$ cat src/rtl/demux_1x2_stream.sv
// Registered 1-to-2 stream demultiplexer: one valid/ready input is steered by sel to
// port A or B. Each port has a 2-entry skid buffer. Optional counters: DEMUX_COUNT_EN.

// One output port: main register drives the port, skid register absorbs the second
// word while the consumer stalls.
module demux_1x2_port #(
  parameter int WIDTH = 32
) (
  input  logic             clk,
  input  logic             rst_n,
  input  logic             acc,
  input  logic [WIDTH-1:0] d,
  input  logic             ready,
  output logic             valid,
  output logic             full,
  output logic [WIDTH-1:0] q
);

  typedef enum logic [1:0] {
    EMPTY = 2'd0,
    ONE   = 2'd1,
    TWO   = 2'd2
  } state_t;

  state_t           state;
  logic [WIDTH-1:0] main_q;
  logic [WIDTH-1:0] skid_q;
  logic             pop;

  assign pop = valid & ready;

  // NOTE: state and data registers use non-blocking assignments so every register
  // samples pre-edge values; the data registers are reset too, so the ports read 0 in reset.
  always_ff @(posedge clk or negedge rst_n) begin
    if (!rst_n) begin
      state  <= EMPTY;
      main_q <= '0;
      skid_q <= '0;
    end else begin
      case (state)
        EMPTY: begin
          if (acc) begin
            state  <= ONE;
            main_q <= d;
          end
        end
        ONE: begin
          if (acc && !pop) begin
            state  <= TWO;
            skid_q <= d;
          end else if (pop && !acc) begin
            state <= EMPTY;
          end else if (acc && pop) begin
            main_q <= d;
          end
        end
        TWO: begin
          // in_ready is low for a full port, so acc cannot occur here
          if (pop) begin
            state  <= ONE;
            main_q <= skid_q;
          end
        end
        default: state <= EMPTY;
      endcase
    end
  end

  assign valid = (state != EMPTY);
  assign full  = (state == TWO);
  assign q     = main_q;

endmodule

module demux_1x2_stream #(
  parameter int WIDTH = 32
) (
  input  logic             clk,
  input  logic             rst_n,
  input  logic             in_valid,
  output logic             in_ready,
  input  logic             sel,
  input  logic [WIDTH-1:0] d,
  output logic             a_valid,
  input  logic             a_ready,
  output logic [WIDTH-1:0] a,
  output logic             b_valid,
  input  logic             b_ready,
`ifdef DEMUX_COUNT_EN
  output logic [WIDTH-1:0] b,
  input  logic             clr_cnt,
  output logic [15:0]      cnt_a,
  output logic [15:0]      cnt_b
`else
  output logic [WIDTH-1:0] b
`endif
);

  logic a_full;
  logic b_full;
  logic acc_a;
  logic acc_b;

  // Ready depends only on the addressed port's registered state, never on the
  // consumers, so there is no ready path from a_ready/b_ready to in_ready.
  assign in_ready = sel ? !b_full : !a_full;
  assign acc_a    = in_valid & in_ready & !sel;
  assign acc_b    = in_valid & in_ready & sel;

  demux_1x2_port #(.WIDTH(WIDTH)) u_port_a (
    .clk   (clk),
    .rst_n (rst_n),
    .acc   (acc_a),
    .d     (d),
    .ready (a_ready),
    .valid (a_valid),
    .full  (a_full),
    .q     (a)
  );

  demux_1x2_port #(.WIDTH(WIDTH)) u_port_b (
    .clk   (clk),
    .rst_n (rst_n),
    .acc   (acc_b),
    .d     (d),
    .ready (b_ready),
    .valid (b_valid),
    .full  (b_full),
    .q     (b)
  );

`ifdef DEMUX_COUNT_EN
  logic pop_a;
  logic pop_b;

  assign pop_a = a_valid & a_ready;
  assign pop_b = b_valid & b_ready;

  // Clear wins over a same-cycle delivery; counters wrap naturally at 16 bits.
  always_ff @(posedge clk or negedge rst_n) begin
    if (!rst_n) begin
      cnt_a <= '0;
      cnt_b <= '0;
    end else if (clr_cnt) begin
      cnt_a <= '0;
      cnt_b <= '0;
    end else begin
      if (pop_a) cnt_a <= cnt_a + 16'd1;
      if (pop_b) cnt_b <= cnt_b + 16'd1;
    end
  end
`endif

endmodule

$ cat config.mk
export PLATFORM = sky130hd
export DESIGN_NAME = demux_1x2_stream
export DESIGN_NICKNAME = d
export VERILOG_FILES = /design/src/rtl/demux_1x2_stream.sv
export SDC_FILE = /design/constraint.sdc
export NUM_CORES = 1
export LEC_CHECK = 0
export BUFFER_PORTS_ARGS = -buffer_cell sky130_fd_sc_hd__buf_2
export CAP_MARGIN = 10
export CORE_ASPECT_RATIO = 1.5
export CORE_MARGIN = 3
export CORE_UTILIZATION = 50
export CTS_BUF_LIST = sky130_fd_sc_hd__clkbuf_8 sky130_fd_sc_hd__clkbuf_16
export DETAILED_ROUTE_END_ITERATION = 8
export PLACE_DENSITY = 0.83
export RECOVER_POWER = 50
export SYNTH_ARGS = -nofsm -noshare
export SYNTH_HDL_FRONTEND = slang
export SYNTH_SLANG_ARGS = --single-unit
export TNS_END_PERCENT = 1
$ cat constraint.sdc
create_clock -name clk -period 2.4 [get_ports clk]
set_input_delay 0.12 -clock clk [delete_from_list [all_inputs] [get_ports clk]]
set_output_delay 0.12 -clock clk [all_outputs]
set_load 0.05 [all_outputs]
==> Word level (Yosys, flattened, before mapping) <==
Cells that the tools add are included.
W data, S select, Z words.
{ "word_totals": {"wordCells": 75, "output_inout_bits": 67, "inputBits": 38, "regBits": 132} }
{ "op_classes": {"n_mux": 23, "n_bitwise": 5, "eq_ne": 16, "n_reduce_logical": 25} }
{ "ops": {"columns": ["op", "count"], "rows": [
  ["$mux W32", 10],
  ["$pmux W32 S3", 2],
  ["$mux W2", 8],
  ["$ne A2 B1 Y1 const B", 6],
  ["$pmux W2 S3", 2],
  ["$reduce_and A6 Y1", 2],
  ["$ne A2 B2 Y1 const B", 4],
  ["$logic_not A1 Y1", 7],
  ["$logic_and A1 B1 Y1", 6],
  ["$ne A3 B1 Y1 const B", 2],
  ["$reduce_and A3 Y1", 2],
  ["$reduce_bool A3 Y1", 2],
  ["$and A1 B1 Y1", 5],
  ["$eq A2 B1 Y1 const B", 2],
  ["$eq A2 B2 Y1 const B", 2],
  ["$logic_not A2 Y1", 2],
  ["$reduce_and A2 Y1", 2],
  ["$reduce_bool A2 Y1", 2],
  ["$mux W1", 1]
]} }

==> Depth between registers and ports, before layout <==
Gate-level depths: netlist (run 1).
{ "logic_depth": {"ltp_word": 10, "mapped_depth": 5, "ltp_nobuf": 3} }

==> Cells and area by module <==
Synthesis (run 1) repeated with hierarchy kept, for this count alone.
{ "hier_totals": {"hier_cells": 381, "area_unflattened_um2": 6387.4} }
{ "by_module_without_submodules": {"columns": ["module", "n_inst", "seq_area_each_um2", "area_per_inst_um2", "cells_per_inst"], "rows": [
  ["demux_1x2_port", 2, 1651.6, 3180.6, 189],
  ["demux_1x2_stream", 1, 0.0, 26.3, 3]
]} }

==> Least setup slack after synthesis (run 1) <==
OpenSTA, ideal clock, no wires.
{ "synth_timing": {"kind": "reg2out", "start": "register u_port_b.state[1]", "end": "output port in_ready", "stages_incl_launch_ff": 5, "n_path_buf": 2, "t_arrival_ns": 1.662, "slack_ns": 0.618, "cell_sequence": "dfrtp_1 nor2b_1 buf_2 buf_2 mux2i_1"} }
{ "synth_via": {"elab_chain_len": 3} }
{ "synth_rtl": {"columns": ["element", "line", "source"], "rows": [
  ["from (decl)", "25", "state_t state;"],
  ["from (signal assigned)", "36", "state <= EMPTY;"],
  ["from (signal assigned)", "43", "state <= ONE;"],
  ["from (signal assigned)", "49", "state <= TWO;"],
  ["$eq A2 B2 Y1", "70", "assign full = (state == TWO);"],
  ["$logic_not A1 Y1", "106", "assign in_ready = sel ? !b_full : !a_full;"],
  ["$mux W1", "106", null],
  ["to (decl)", "81", "output logic in_ready,"]
]} }
No other way between the ends.

==> Final worst setup path (run 1) <==
{ "layout_timing": {"start": "register u_port_a.state[0]", "end": "register u_port_a.main_q[25] (netlist: u_port_a.q[25])"} }
{ "layout_via": {"elab_chain_len": 9, "elab_cells_between_ends": 22, "cone_classes": "7 x eq/ne; 2 x mux; 3 x bitwise; 10 x reduce/logical"} }
{ "layout_rtl": {"columns": ["element", "line", "source"], "rows": [
  ["from (decl)", "25", null],
  ["from (signal assigned)", "36", null],
  ["from (signal assigned)", "43", null],
  ["from (signal assigned)", "49", null],
  ["$eq A2 B2 Y1", "40, 70", null],
  ["$logic_not A1 Y1", "106", null],
  ["$mux W1", "106", null],
  ["$and A1 B1 Y1 (2 in series)", "107", "assign acc_a = in_valid & in_ready & !sel;"],
  ["$logic_not A1 Y1", "51", "end else if (pop && !acc) begin"],
  ["$logic_and A1 B1 Y1", "51", null],
  ["$ne A2 B2 Y1 (no line)", null, null],
  ["$reduce_and A6 Y1 (no line)", null, null],
  ["to (signal assigned)", "61", "main_q <= skid_q;"],
  ["to (decl)", "26", "logic [WIDTH-1:0] main_q;"]
]} }
Parallel ways exist; a longest one is shown, timed or not.
A chain may end at the register's enable or synchronous reset.

==> metrics.md, run 1 <==
| Metric | Value |
|---|---|
| Status | finished clean |
| TritonRoute pass-1 iters | 4 |
| Unique cell type count in the Yosys netlist | 24 |
| Hold Crit Class | input port to flip-flop |
| Final instance area | 0.00752 mm2 |
| Nets | between 500 and 600 |
| # rows | 48 |
| Psw | 0.00312 W |
| DRC Markers | 0 |
| Met1 Wirelength | 5190 um |
| Pin slew with the least headroom to its limit | around 1100 ps |
| Final wirelength | 12500 um |
| Leakage power | ~3.4 nW |
| Post-route ant nets | 0 |
| Yosys Warn Count | 0 |
| Via density | 5.25 |
| Final setup fails | 0 |
| Initial Utilization | 51.3% |
| P_int | 0.00565 W |
| Worst Setup Start Kind | flip-flop |
| Synth Register Bits | 132 |
| VDD IR max | 751 uV |
| Met3 routed WL | between 500 and 600 um |
| RSZ-0062 raised after global routing | no |
| H-tree depth | 4 |
| Placed inst area | 0.00665 mm2 |
| Top Metal Used | met4 |
| Final period util | 86.7% |
| CTS tree | yes |
| Share of layout cells above drive strength 1 | 56.8% |
| Area delta synth->final | 27.1% |
| Setup_tns | 0 ps |
| Die area | 0.0132 mm2 |
| 1st-iter DRT viols | 130 |
| Layout Skew | 11.9 ps |
| Global-route usage over all layers | 20.2% |
| Reg2reg setup slack | 320 ps |
| Clock root buffer | clkbuf_16 |
| Synthesized area per cell | 15.9 um2 |
| HPWL Detailed | 8080 um |
| Initial antenna violation count | 0 |
| Grt total ovfl | 0 |
| Hold wc startpoint | d[12] |
| Vias post-DR | 3594 |
| Post-synthesis sequential area ratio | 55.8% |
| Slew Viols, Final | 0 |
| Tmin final | 2080 ps |
| IO Pins | 105 |
| Synth top area cells | dfrtp_1 (56%), mux2_2 (29%), mux2_4 (7.6%) |
| Mapped Cells | 373 |
| Synthesized Nets | 411 |
| Critical R2R Capture | u_port_a.q[25] |
| Reg clk slew, reported paths | roughly 50 ps |
| Cell taking the most area after synthesis | dfrtp_1 |
| CP Data Required Time | 2680 ps |
| Core ar. | between 0.01 and 0.015 mm2 |
| Cells on worst reg2reg path | 4 |
| Die Ht | ~140 um |
| Commonest non-fill, non-tap cells in the layout | mux2_2 (152), dfrtp_1 (132), buf_2 (72) |
| Crit path max fanout | 18 |
| Crit path kind | flip-flop to flip-flop |
| Resize count post-CTS | 0 |
| Clk pwr share | between 20% and 30% |
| Net Sw Frac | 35.6% |
| Clk Latency, worst-skew pair | between 400 and 500 ps |
| Metal2 WL | 6560 um |
| Fmax | between 400 and 500 MHz |
| Area of the multi-input gates | 0.00251 mm2 |
| Die Wd | roughly 95 um |
| Hold EP | u_port_a.skid_q[12] |
| Max-slew headroom | 26.4% |
| Pwr dens | approximately 1200 mW/mm2 |
| Antenna Cells | 0 |
| Worst endpoint data arrival time | 2370 ps |
| First-pass GRT wire length | 20400 um |
| Max_cap viols | 0 |
| Drt wl/cell | ~18 um |
| Total CTS buffers | 17 |
| Layout fillers | 857 |
| Post-Syn Area | slightly below 0.006 mm2 |
| Placer Congestion | 0.768 |
| Largest net degree at the start of global routing | 53 |
| Crit Reg-Reg Startpoint | u_port_a.state[0] |
| Share of power burned in registers | 39.0% |
| Max clock buf depth | 2 |
| Endpoint type of the worst setup path | flip-flop |
| Clock Sinks | 132 |
| Hold depth | 2 |
| Comb pwr share | 32.0% |
| IO Port Bufs | around 100 |
| Most common cell after layout, fill and taps aside | mux2_2 |
| Sequential cell area | between 0.003 and 0.004 mm2 |
| Yosys top cell area share | 55.8% |
| Final hold viol count | 0 |
| Number of global-route vias before repair | 4021 |
[stage by stage]
| step | hold slack [ps] | setup WS [ps] | util, % | total power, W | cells |
|---|---|---|---|---|---|
| 6_report | 25.4 | 319 | 65.2 | 0.00877 | 685 |
| 5_1_grt | 10.8 | 145 | 65.2 | 0.00916 | 685 |
| 4_1_cts | 2.59 | 354 | 65.7 | 0.00889 | 685 |
| 3_5_place_dp | 164 | 360 | 57.7 | 0.00627 | 619 |
| 3_3_place_gp | 146 | 473 | 57.7 | 0.00614 | 619 |
| 2_1_floorplan | -176 | 618 | - | 0.00552 | 373 |
[repair_timing]
item / 4_1_cts / 5_1_grt
endpoints found under the hold margin: 101 / 0
buffers inserted: 0 / 0
hold buffers: 34 / 0
[per-layer routing]
layer	track usage, %	up-vias
li1	-	1638
met1	24.1	1853
met2	34.4	86
met3	5.90	17
met4	6.84	0
met5	0	-
[worst max-delay path, cell delays in order (launching register included)]
cell and delay, ps:
dfrtp_1 450, nor4b_1 580, a211o_4 370, buf_12 230, mux2_4 310
[final cells by class]
cell class              count  share of cell area (%)
repair buffers            150                    12.4
well taps                 150                    2.49
flip-flops and latches    132                    43.9
clock buffers              21                    6.39
multi-input cells         221                    33.3
clock inverters            11                    1.46
[worst max path at each step]
stage	from	to	slack [ps]	cells after the start
2_1_floorplan	u_port_b.state[1]	in_ready	620	4
3_3_place_gp	u_port_a.state[0]	u_port_a.q[20]	470	4
3_5_place_dp	u_port_a.state[0]	u_port_a.q[14]	360	4
4_1_cts	u_port_a.state[0]	u_port_a.q[25]	350	4
5_1_grt	rst_n	u_port_a.skid_q[3]	140	3
6_report	u_port_a.state[0]	u_port_a.q[25]	320	4
[power by group through the flow]
| stage | Combinational [W] | Clock [W] | Sequential [W] |
|---|---|---|---|
| 3_5_place_dp | 0.00284 | 0 | 0.00343 |
| 6_report | 0.00281 | 0.00254 | 0.00342 |
| 5_1_grt | 0.00296 | 0.00269 | 0.00350 |
| 4_1_cts | 0.00289 | 0.00260 | 0.00340 |
| 2_1_floorplan | 0.00105 | 0 | 0.00447 |
| 3_3_place_gp | 0.00276 | 0 | 0.00338 |
[synth_stat cells (all sizes together)]
cell,number
nor3b,1
nand2b,2
o21ai,3
nor2,5
nand2,2
mux2i,2
nand3b,2
a21oi,1
xnor2,1
mux2,192
and4b,1
nor4b,1
and3b,1
a211o,1
or2,2
nor2b,4
dfrtp,132
buf,20
[cell families (layout without fill, tap and decap cells)]
| family | after synthesis | in the layout | synth area share [%] |
|---|---|---|---|
| AO/OA/AOI/OAI | 5 | 5 | 0.698 |
| flip-flops | 132 | 132 | 55.8 |
| XOR/XNOR | 1 | 1 | 0.148 |
| AND/OR/NAND/NOR | 21 | 21 | 2.26 |
| multiplexers | 194 | 194 | 38.8 |
| buffers and inverters | 20 | 182 | 2.33 |
[sequential cells by signal, summed over array words and instances (netlist names)]
| signal | flops |
|---|---|
| u_port_b.state | 2 |
| u_port_a.state | 2 |
| u_port_a.skid_q | 32 |
| u_port_b.skid_q | 32 |
| u_port_b.q | 32 |
| u_port_a.q | 32 |
(Power assumes the default switching activity.)
==> run 2: changes to the inputs <==
--- a/config.mk
+++ b/config.mk
@@ -7,7 +7,6 @@
 export LEC_CHECK = 0
 export BUFFER_PORTS_ARGS = -buffer_cell sky130_fd_sc_hd__buf_2
 export CAP_MARGIN = 10
-export CORE_ASPECT_RATIO = 1.5
 export CORE_MARGIN = 3
 export CORE_UTILIZATION = 50
 export CTS_BUF_LIST = sky130_fd_sc_hd__clkbuf_8 sky130_fd_sc_hd__clkbuf_16
==> run 2 against run 1 <==
  * Clock skew decreased by 5.4 ps
  * Final cell count decreased by 0.73%
  * Critical path depth shrank 1
  * Core utilization fell by 0.30 points
  * Fmax is 1.5% higher
  * Power is 0.92% lower
  * First-iteration DRC count fell by 18%
  * Sequential cell count unchanged
  * Sequential power barely moved
  * Hold slack improved by 110 ps
  * Sequential share of layout area increased by 0.26 points
  * Largest cell class unchanged
==> metrics.md, run 2 (synthesis gave the netlist of run 1 again) <==
| Metric | Value |
|---|---|
| Status | finished clean |
| # rows | 39 |
| Final wirelength | roughly 12000 um |
| HPWL Detailed | between 8000 and 9000 um |
| First-pass GRT wire length | 20100 um |
| Pwr dens | 1160 mW/mm2 |
| Post-CTS Setup Inserts | 0 |
| Grt total ovfl | 0 |
| CTS tree | yes |
| Clock root buffer | clkbuf_16 |
| Final instance area | 0.00748 mm2 |
| Hold Crit Class | input port to flip-flop |
| Total CTS buffers | 17 |
| Final period util | 85.5% |
| Placer Congestion | 0.709 |
| Placed inst area | 0.00661 mm2 |
| Worst Setup Start Kind | flip-flop |
| Tmin final | 2050 ps |
| Post-route ant nets | 0 |
| Die Wd | 115 um |
| Number of global-route vias before repair | ~3900 |
| IO Port Bufs | approximately 100 |
| H-tree depth | 4 |
| Share of layout cells above drive strength 1 | 53.5% |
| Layout Skew | ~6.5 ps |
| Crit path max fanout | 32 |
| Fmax | 488 MHz |
| Max_cap viols | 0 |
| VDD IR max | 675 uV |
| Max-slew headroom | 6.25% |
| Die Ht | 115 um |
| Pin slew with the least headroom to its limit | about 1400 ps |
| Reg clk slew, reported paths | 60 ps |
| TritonRoute pass-1 iters | 4 |
| Global-route usage over all layers | 20.0% |
| Die area | 0.0132 mm2 |
| Via density | 5.26 |
| Crit path kind | flip-flop to flip-flop |
| Max clock buf depth | 2 |
| 1st-iter DRT viols | 106 |
| Most common cell after layout, fill and taps aside | mux2_2 |
| Clock Sinks | 132 |
| DRC Markers | 0 |
| Slew Viols, Final | 0 |
| Nets | ~560 |
| Worst endpoint data arrival time | around 2300 ps |
| Commonest non-fill, non-tap cells in the layout | mux2_2 (152), dfrtp_1 (132), buf_2 (54) |
| Vias post-DR | 3579 |
| IO Pins | 105 |
| RSZ-0062 raised after global routing | no |
| Final hold viol count | 0 |
| Initial antenna violation count | 1 |
| Area delta synth->final | 26.4% |
| Leakage power | 3.31 nW |
| Initial Utilization | 51.4% |
| Setup_tns | 0 ps |
| Endpoint type of the worst setup path | flip-flop |
| CP Data Required Time | 2690 ps |
| Layout fillers | 807 |
| Final setup fails | 0 |
| Largest net degree at the start of global routing | a little over 60 |
| Core ar. | approximately 0.012 mm2 |
| Drt wl/cell | 18.1 um |
| Clk Latency, worst-skew pair | 410 ps |
[run 2: cell types whose count changed in the layout (fill, tap and decap cells not counted), moves of 2 or more]
cell | before | now
clkbuf_1 | 32 | 49
buf_4 | 8 | 10
buf_2 | 72 | 54
clkinv_2 | 3 | 6
[run 2: report_power, final]
part / internal (W) / leakage, nW / switching [W] / total, W
Sequential: 0.00299 / 1.58 / 0.000426 / 0.00342
Combinational: 0.00101 / 1.43 / 0.00177 / 0.00278
Clock: 0.00159 / 0.294 / 0.000901 / 0.00249
[run 2: final timing paths]
kind,depth (start not counted),start,slack [ps],endpoint
setup reg to reg,3,u_port_a.state[0],350,u_port_a.q[31]
hold reg to reg,1,u_port_a.skid_q[27],490,u_port_a.skid_q[27]
hold / removal,4,in_valid,140,u_port_b.state[0]
max in group asynchronous,3,rst_n,670,u_port_b.skid_q[21]
setup / recovery,3,u_port_a.state[0],350,u_port_a.q[31]
min in group asynchronous,2,rst_n,570,u_port_a.q[7]
[run 2: area by class of cell]
type	count	area [um2]	share of cell area [%]
diodes	1	2.50	0.0335
clock buffers	20	467	6.24
clock inverters	12	113	1.51
multi-input cells	221	2510	33.5
flip-flops and latches	132	3300	44.2
well taps	143	179	2.39
repair buffers	151	910	12.2
[run 2: worst max-delay path, cell delays in order, from the launching register on]
cell and delay (ps):
dfrtp_1 450, nor4b_1 510, a211o_4 570, mux2_2 400
[run 2: through the flow]
step | instances | total power [W] | hold WS [ps] | utilization [%] | setup slack [ps]
after detailed placement | 612 | 0.00626 | 227 | 57.4 | 337
final | 680 | 0.00869 | 140 | 65.0 | 349
after CTS | 679 | 0.00885 | 127 | 65.5 | 342
after global routing | 680 | 0.00910 | 184 | 65.0 | 256
after floorplan | 373 | 0.00552 | -176 | - | 618
after global placement | 612 | 0.00612 | 219 | 57.4 | 391
[run 2: per-layer routing]
metal | track usage (%) | vias to the layer above | part of all wire, %
met2 | 32.4 | 91 | 49
li1 | - | 1644 | -
met5 | 0 | - | 0
met4 | 7.67 | 0 | 1.5
met1 | 25.6 | 1829 | 44
met3 | 6.00 | 15 | 5.5
[run 2: timing repair]
action / 4_1_cts / 5_1_grt
hold buffers: 35 / 0
gates resized for setup: 0 / 0
setup endpoints to repair: 0 / 0
endpoints found under the hold margin: 116 / 0
==> run 3: changes to the inputs <==
--- a/config.mk
+++ b/config.mk
@@ -11,9 +11,10 @@
 export CORE_UTILIZATION = 50
 export CTS_BUF_LIST = sky130_fd_sc_hd__clkbuf_8 sky130_fd_sc_hd__clkbuf_16
 export DETAILED_ROUTE_END_ITERATION = 8
-export PLACE_DENSITY = 0.83
+export PLACE_DENSITY = 0.82
 export RECOVER_POWER = 50
 export SYNTH_ARGS = -nofsm -noshare
 export SYNTH_HDL_FRONTEND = slang
+export SYNTH_HIERARCHICAL = 1
 export SYNTH_SLANG_ARGS = --single-unit
 export TNS_END_PERCENT = 1
==> run 3 against run 2 <==
  * Clock-buffer cell count shrank 1
  * Sequential share of layout area shrank 2.6 points
  * Highest routed layer unchanged
  * Largest cell class unchanged
  * Via count grew 0.39%
  * Critical endpoint is now u_port_a/q[26]
  * The run now ends with max-capacitance violations, max-slew violations left
==> metrics.md, run 3 <==
| Metric | Value |
|---|---|
| Drt wl/cell | between 15 and 20 um |
| Crit path cell chain | or2_2 > nand2_1 > inv_1 > ha_1 > nor3b_2 > o2bb2ai_4 > buf_12 > mux2_2 |
| Count of flip-flops with a built-in enable after synthesis | 0 |
| CP Data Required Time | about 2700 ps |
| Metal2 WL | 6620 um |
| Final setup fails | 0 |
| Share of power burned in registers | 35.2% |
| Max-slew headroom | -17.4% |
| Commonest non-fill, non-tap cells in the layout | dfrtp_1 (132), mux2_4 (114), mux2_2 (78) |
| Total CTS buffers | 17 |
| Number of global-route vias before repair | 4010 |
| Clk pwr share | between 20% and 30% |
| Post-synthesis sequential area ratio | 51.7% |
| IO Port Bufs | 104 |
| First-pass GRT wire length | around 21000 um |
| Clock root buffer | clkbuf_16 |
| Clock Sinks | 132 |
| P_int | 0.00676 W |
| Setup ws final | 168 ps |
| Met3 routed WL | 635 um |
| Worst endpoint data arrival time | 2530 ps |
| Synthesized area per cell | 16.8 um2 |
| Final hold viol count | 0 |
| Status | complete, but fails checks |
| Top Metal Used | met4 |
| Vias post-DR | around 3600 |
| Post-synth top cells | dfrtp_1 (132), mux2_4 (114), mux2_2 (78) |
| Placer Congestion | between 0.7 and 0.8 |
| Top-count cell post-synth | dfrtp_1 |
| Psw | 0.00463 W |
| Hold Crit Class | input port to flip-flop |
| Post-route ant nets | 0 |
| Core ar. | roughly 0.012 mm2 |
| IO Pins | ~110 |
| Antenna Cells | 0 |
| Area delta synth->final | 24.4% |
| Max clock buf depth | 2 |
| Final period util | 93.0% |
| CP max stage cell | dfrtp_1 |
| Share of layout cells above drive strength 1 | 57.5% |
| # rows | 40 |
| Synth top area cells | dfrtp_1 (52%), mux2_4 (27%), mux2_2 (14%) |
| Die area | about 0.014 mm2 |
| Synth Register Bits | approximately 130 |
| CP max stage delay | 460 ps |
| Mapped Cells | ~380 |
| Top FF cell, synth | dfrtp_1 |
| DP Cell Count | 643 |
| Tmin final | 2230 ps |
| Comb pwr share | between 40 and 50% |
| Reg clk slew, reported paths | 50 ps |
| Met1 Wirelength | 5260 um |
| VDD IR max | 1300 uV |
| Initial Utilization | 52.1% |
| DRC Markers | 0 |
| Worst hold margin | about 18 ps |
| Global-route usage over all layers | 19.1% |
| Largest net degree at the start of global routing | 73 |
| Pwr dens | between 1000 and 1500 mW/mm2 |
| Endpoint type of the worst setup path | flip-flop |
| Net Sw Frac | 40.6% |
| Clk Latency, worst-skew pair | 410 ps |
| Leakage power | 3.69 nW |
| Post-CTS Setup Inserts | 0 |
| Die Ht | 119 um |
| Max_cap viols | 1 |
| HPWL Detailed | 7910 um |
| Worst Setup Start Kind | flip-flop |
| Nets | about 570 |
| Via density | 5.08 |
| Fraction of registers with async set/reset | 100% |
| Finished Layout Cells | 707 |
| 1st-iter DRT viols | 155 |
| Synthesized Nets | 425 |
| TritonRoute pass-1 iters | 4 |
| Failing checks | max-capacitance violations, max-slew violations |
| Final wirelength | about 13000 um |
| Pre-CTS WS | just under 50 ps |
| Power, Total | ~0.011 W |
| Cell taking the most area after synthesis | dfrtp_1 |
| Fin util | 64.8% |
| Layout Skew | between 6 and 7 ps |
| Pin slew with the least headroom to its limit | 1760 ps |
| Crit path kind | flip-flop to flip-flop |
| Yosys top cell area share | 51.7% |
| Initial antenna violation count | 0 |
| Fmax | 448 MHz |
| H-tree depth | 4 |
| RSZ-0062 raised after global routing | no |
| Unique cell type count in the Yosys netlist | 21 |
| Most common cell after layout, fill and taps aside | dfrtp_1 |
| Yosys Warn Count | 6 |
| Slew Viols, Final | 72 |
| CTS tree | yes |
| Die Wd | 119 um |
| Grt total ovfl | 0 |
| Post-Syn Area | between 0.006 and 0.007 mm2 |
| Crit path max fanout | 16 |
[run 3: worst paths after layout]
| path | from | endpoint | slack, ps | cells past startpoint |
|---|---|---|---|---|
| max | u_port_a/state[0] | u_port_a/q[26] | 170 | 8 |
| min | d[21] | u_port_b/skid_q[21] | 20 | 2 |
| max reg2reg | u_port_a/state[0] | u_port_a/q[26] | 170 | 8 |
| min reg2reg | u_port_a/skid_q[27] | u_port_a/skid_q[27] | 500 | 1 |
| max in group asynchronous | rst_n | u_port_b/q[24] | 570 | 3 |
| min in group asynchronous | rst_n | u_port_a/skid_q[25] | 720 | 2 |
[run 3: through the flow]
step           setup TNS (ps)  instance area (um2)
2_1_floorplan           -4.90                 6400
3_3_place_gp                0                 7110
3_5_place_dp                0                 7110
4_1_cts                     0                 7980
5_1_grt                     0                 7940
6_report                    0                 7940
[run 3: timing repair]
action | 4_1_cts | 5_1_grt
hold buffers | 34 | 0
resized for setup | 0 | 2
setup endpoints to repair | 0 | 35
endpoints found under the hold margin | 133 | 0
[run 3: cell type report]
cell class              instances  area, um2
clock buffers                  19        453
well taps                     168        210
multi-input cells             223       2910
repair buffers                148        970
fillers                       904       4320
clock inverters                11       75.1
inverters                       6       22.5
flip-flops and latches        132       3300
[run 3: kinds of logic after synthesis]
group	after synthesis	share of synthesized area [%]
buf+inv	26	3.60
fa+ha+maj	6	1.18
mux	195	41.0
compound gates	6	0.823
simple gates	16	1.67
flops	132	51.7
[run 3: routing by layer]
metal	track usage (%)	vias up
li1	-	1654
met1	22.3	1838
met3	5.65	14
met4	7.53	0
met5	0	-
met2	32.9	87
[run 3: worst max-delay path, delay by kind of cell, from the launching register on]
family / cells / cell delay (ps)
DFF: 1 / 460
buffers and inverters: 2 / 280
and+or+nand+nor: 3 / 660
adders and majority gates: 1 / 190
AOI/OAI and AO/OA: 1 / 170
muxes: 1 / 360
[run 3: power groups by stage]
| stage | clock network (W) | logic, W | registers (W) |
|---|---|---|---|
| after global routing | 0.00245 | 0.00532 | 0.00416 |
| after detailed placement | 0 | 0.00513 | 0.00401 |
| after floorplan | 0 | 0.00213 | 0.00581 |
| after global placement | 0 | 0.00502 | 0.00394 |
| after CTS | 0.00235 | 0.00520 | 0.00400 |
| final | 0.00230 | 0.00508 | 0.00401 |
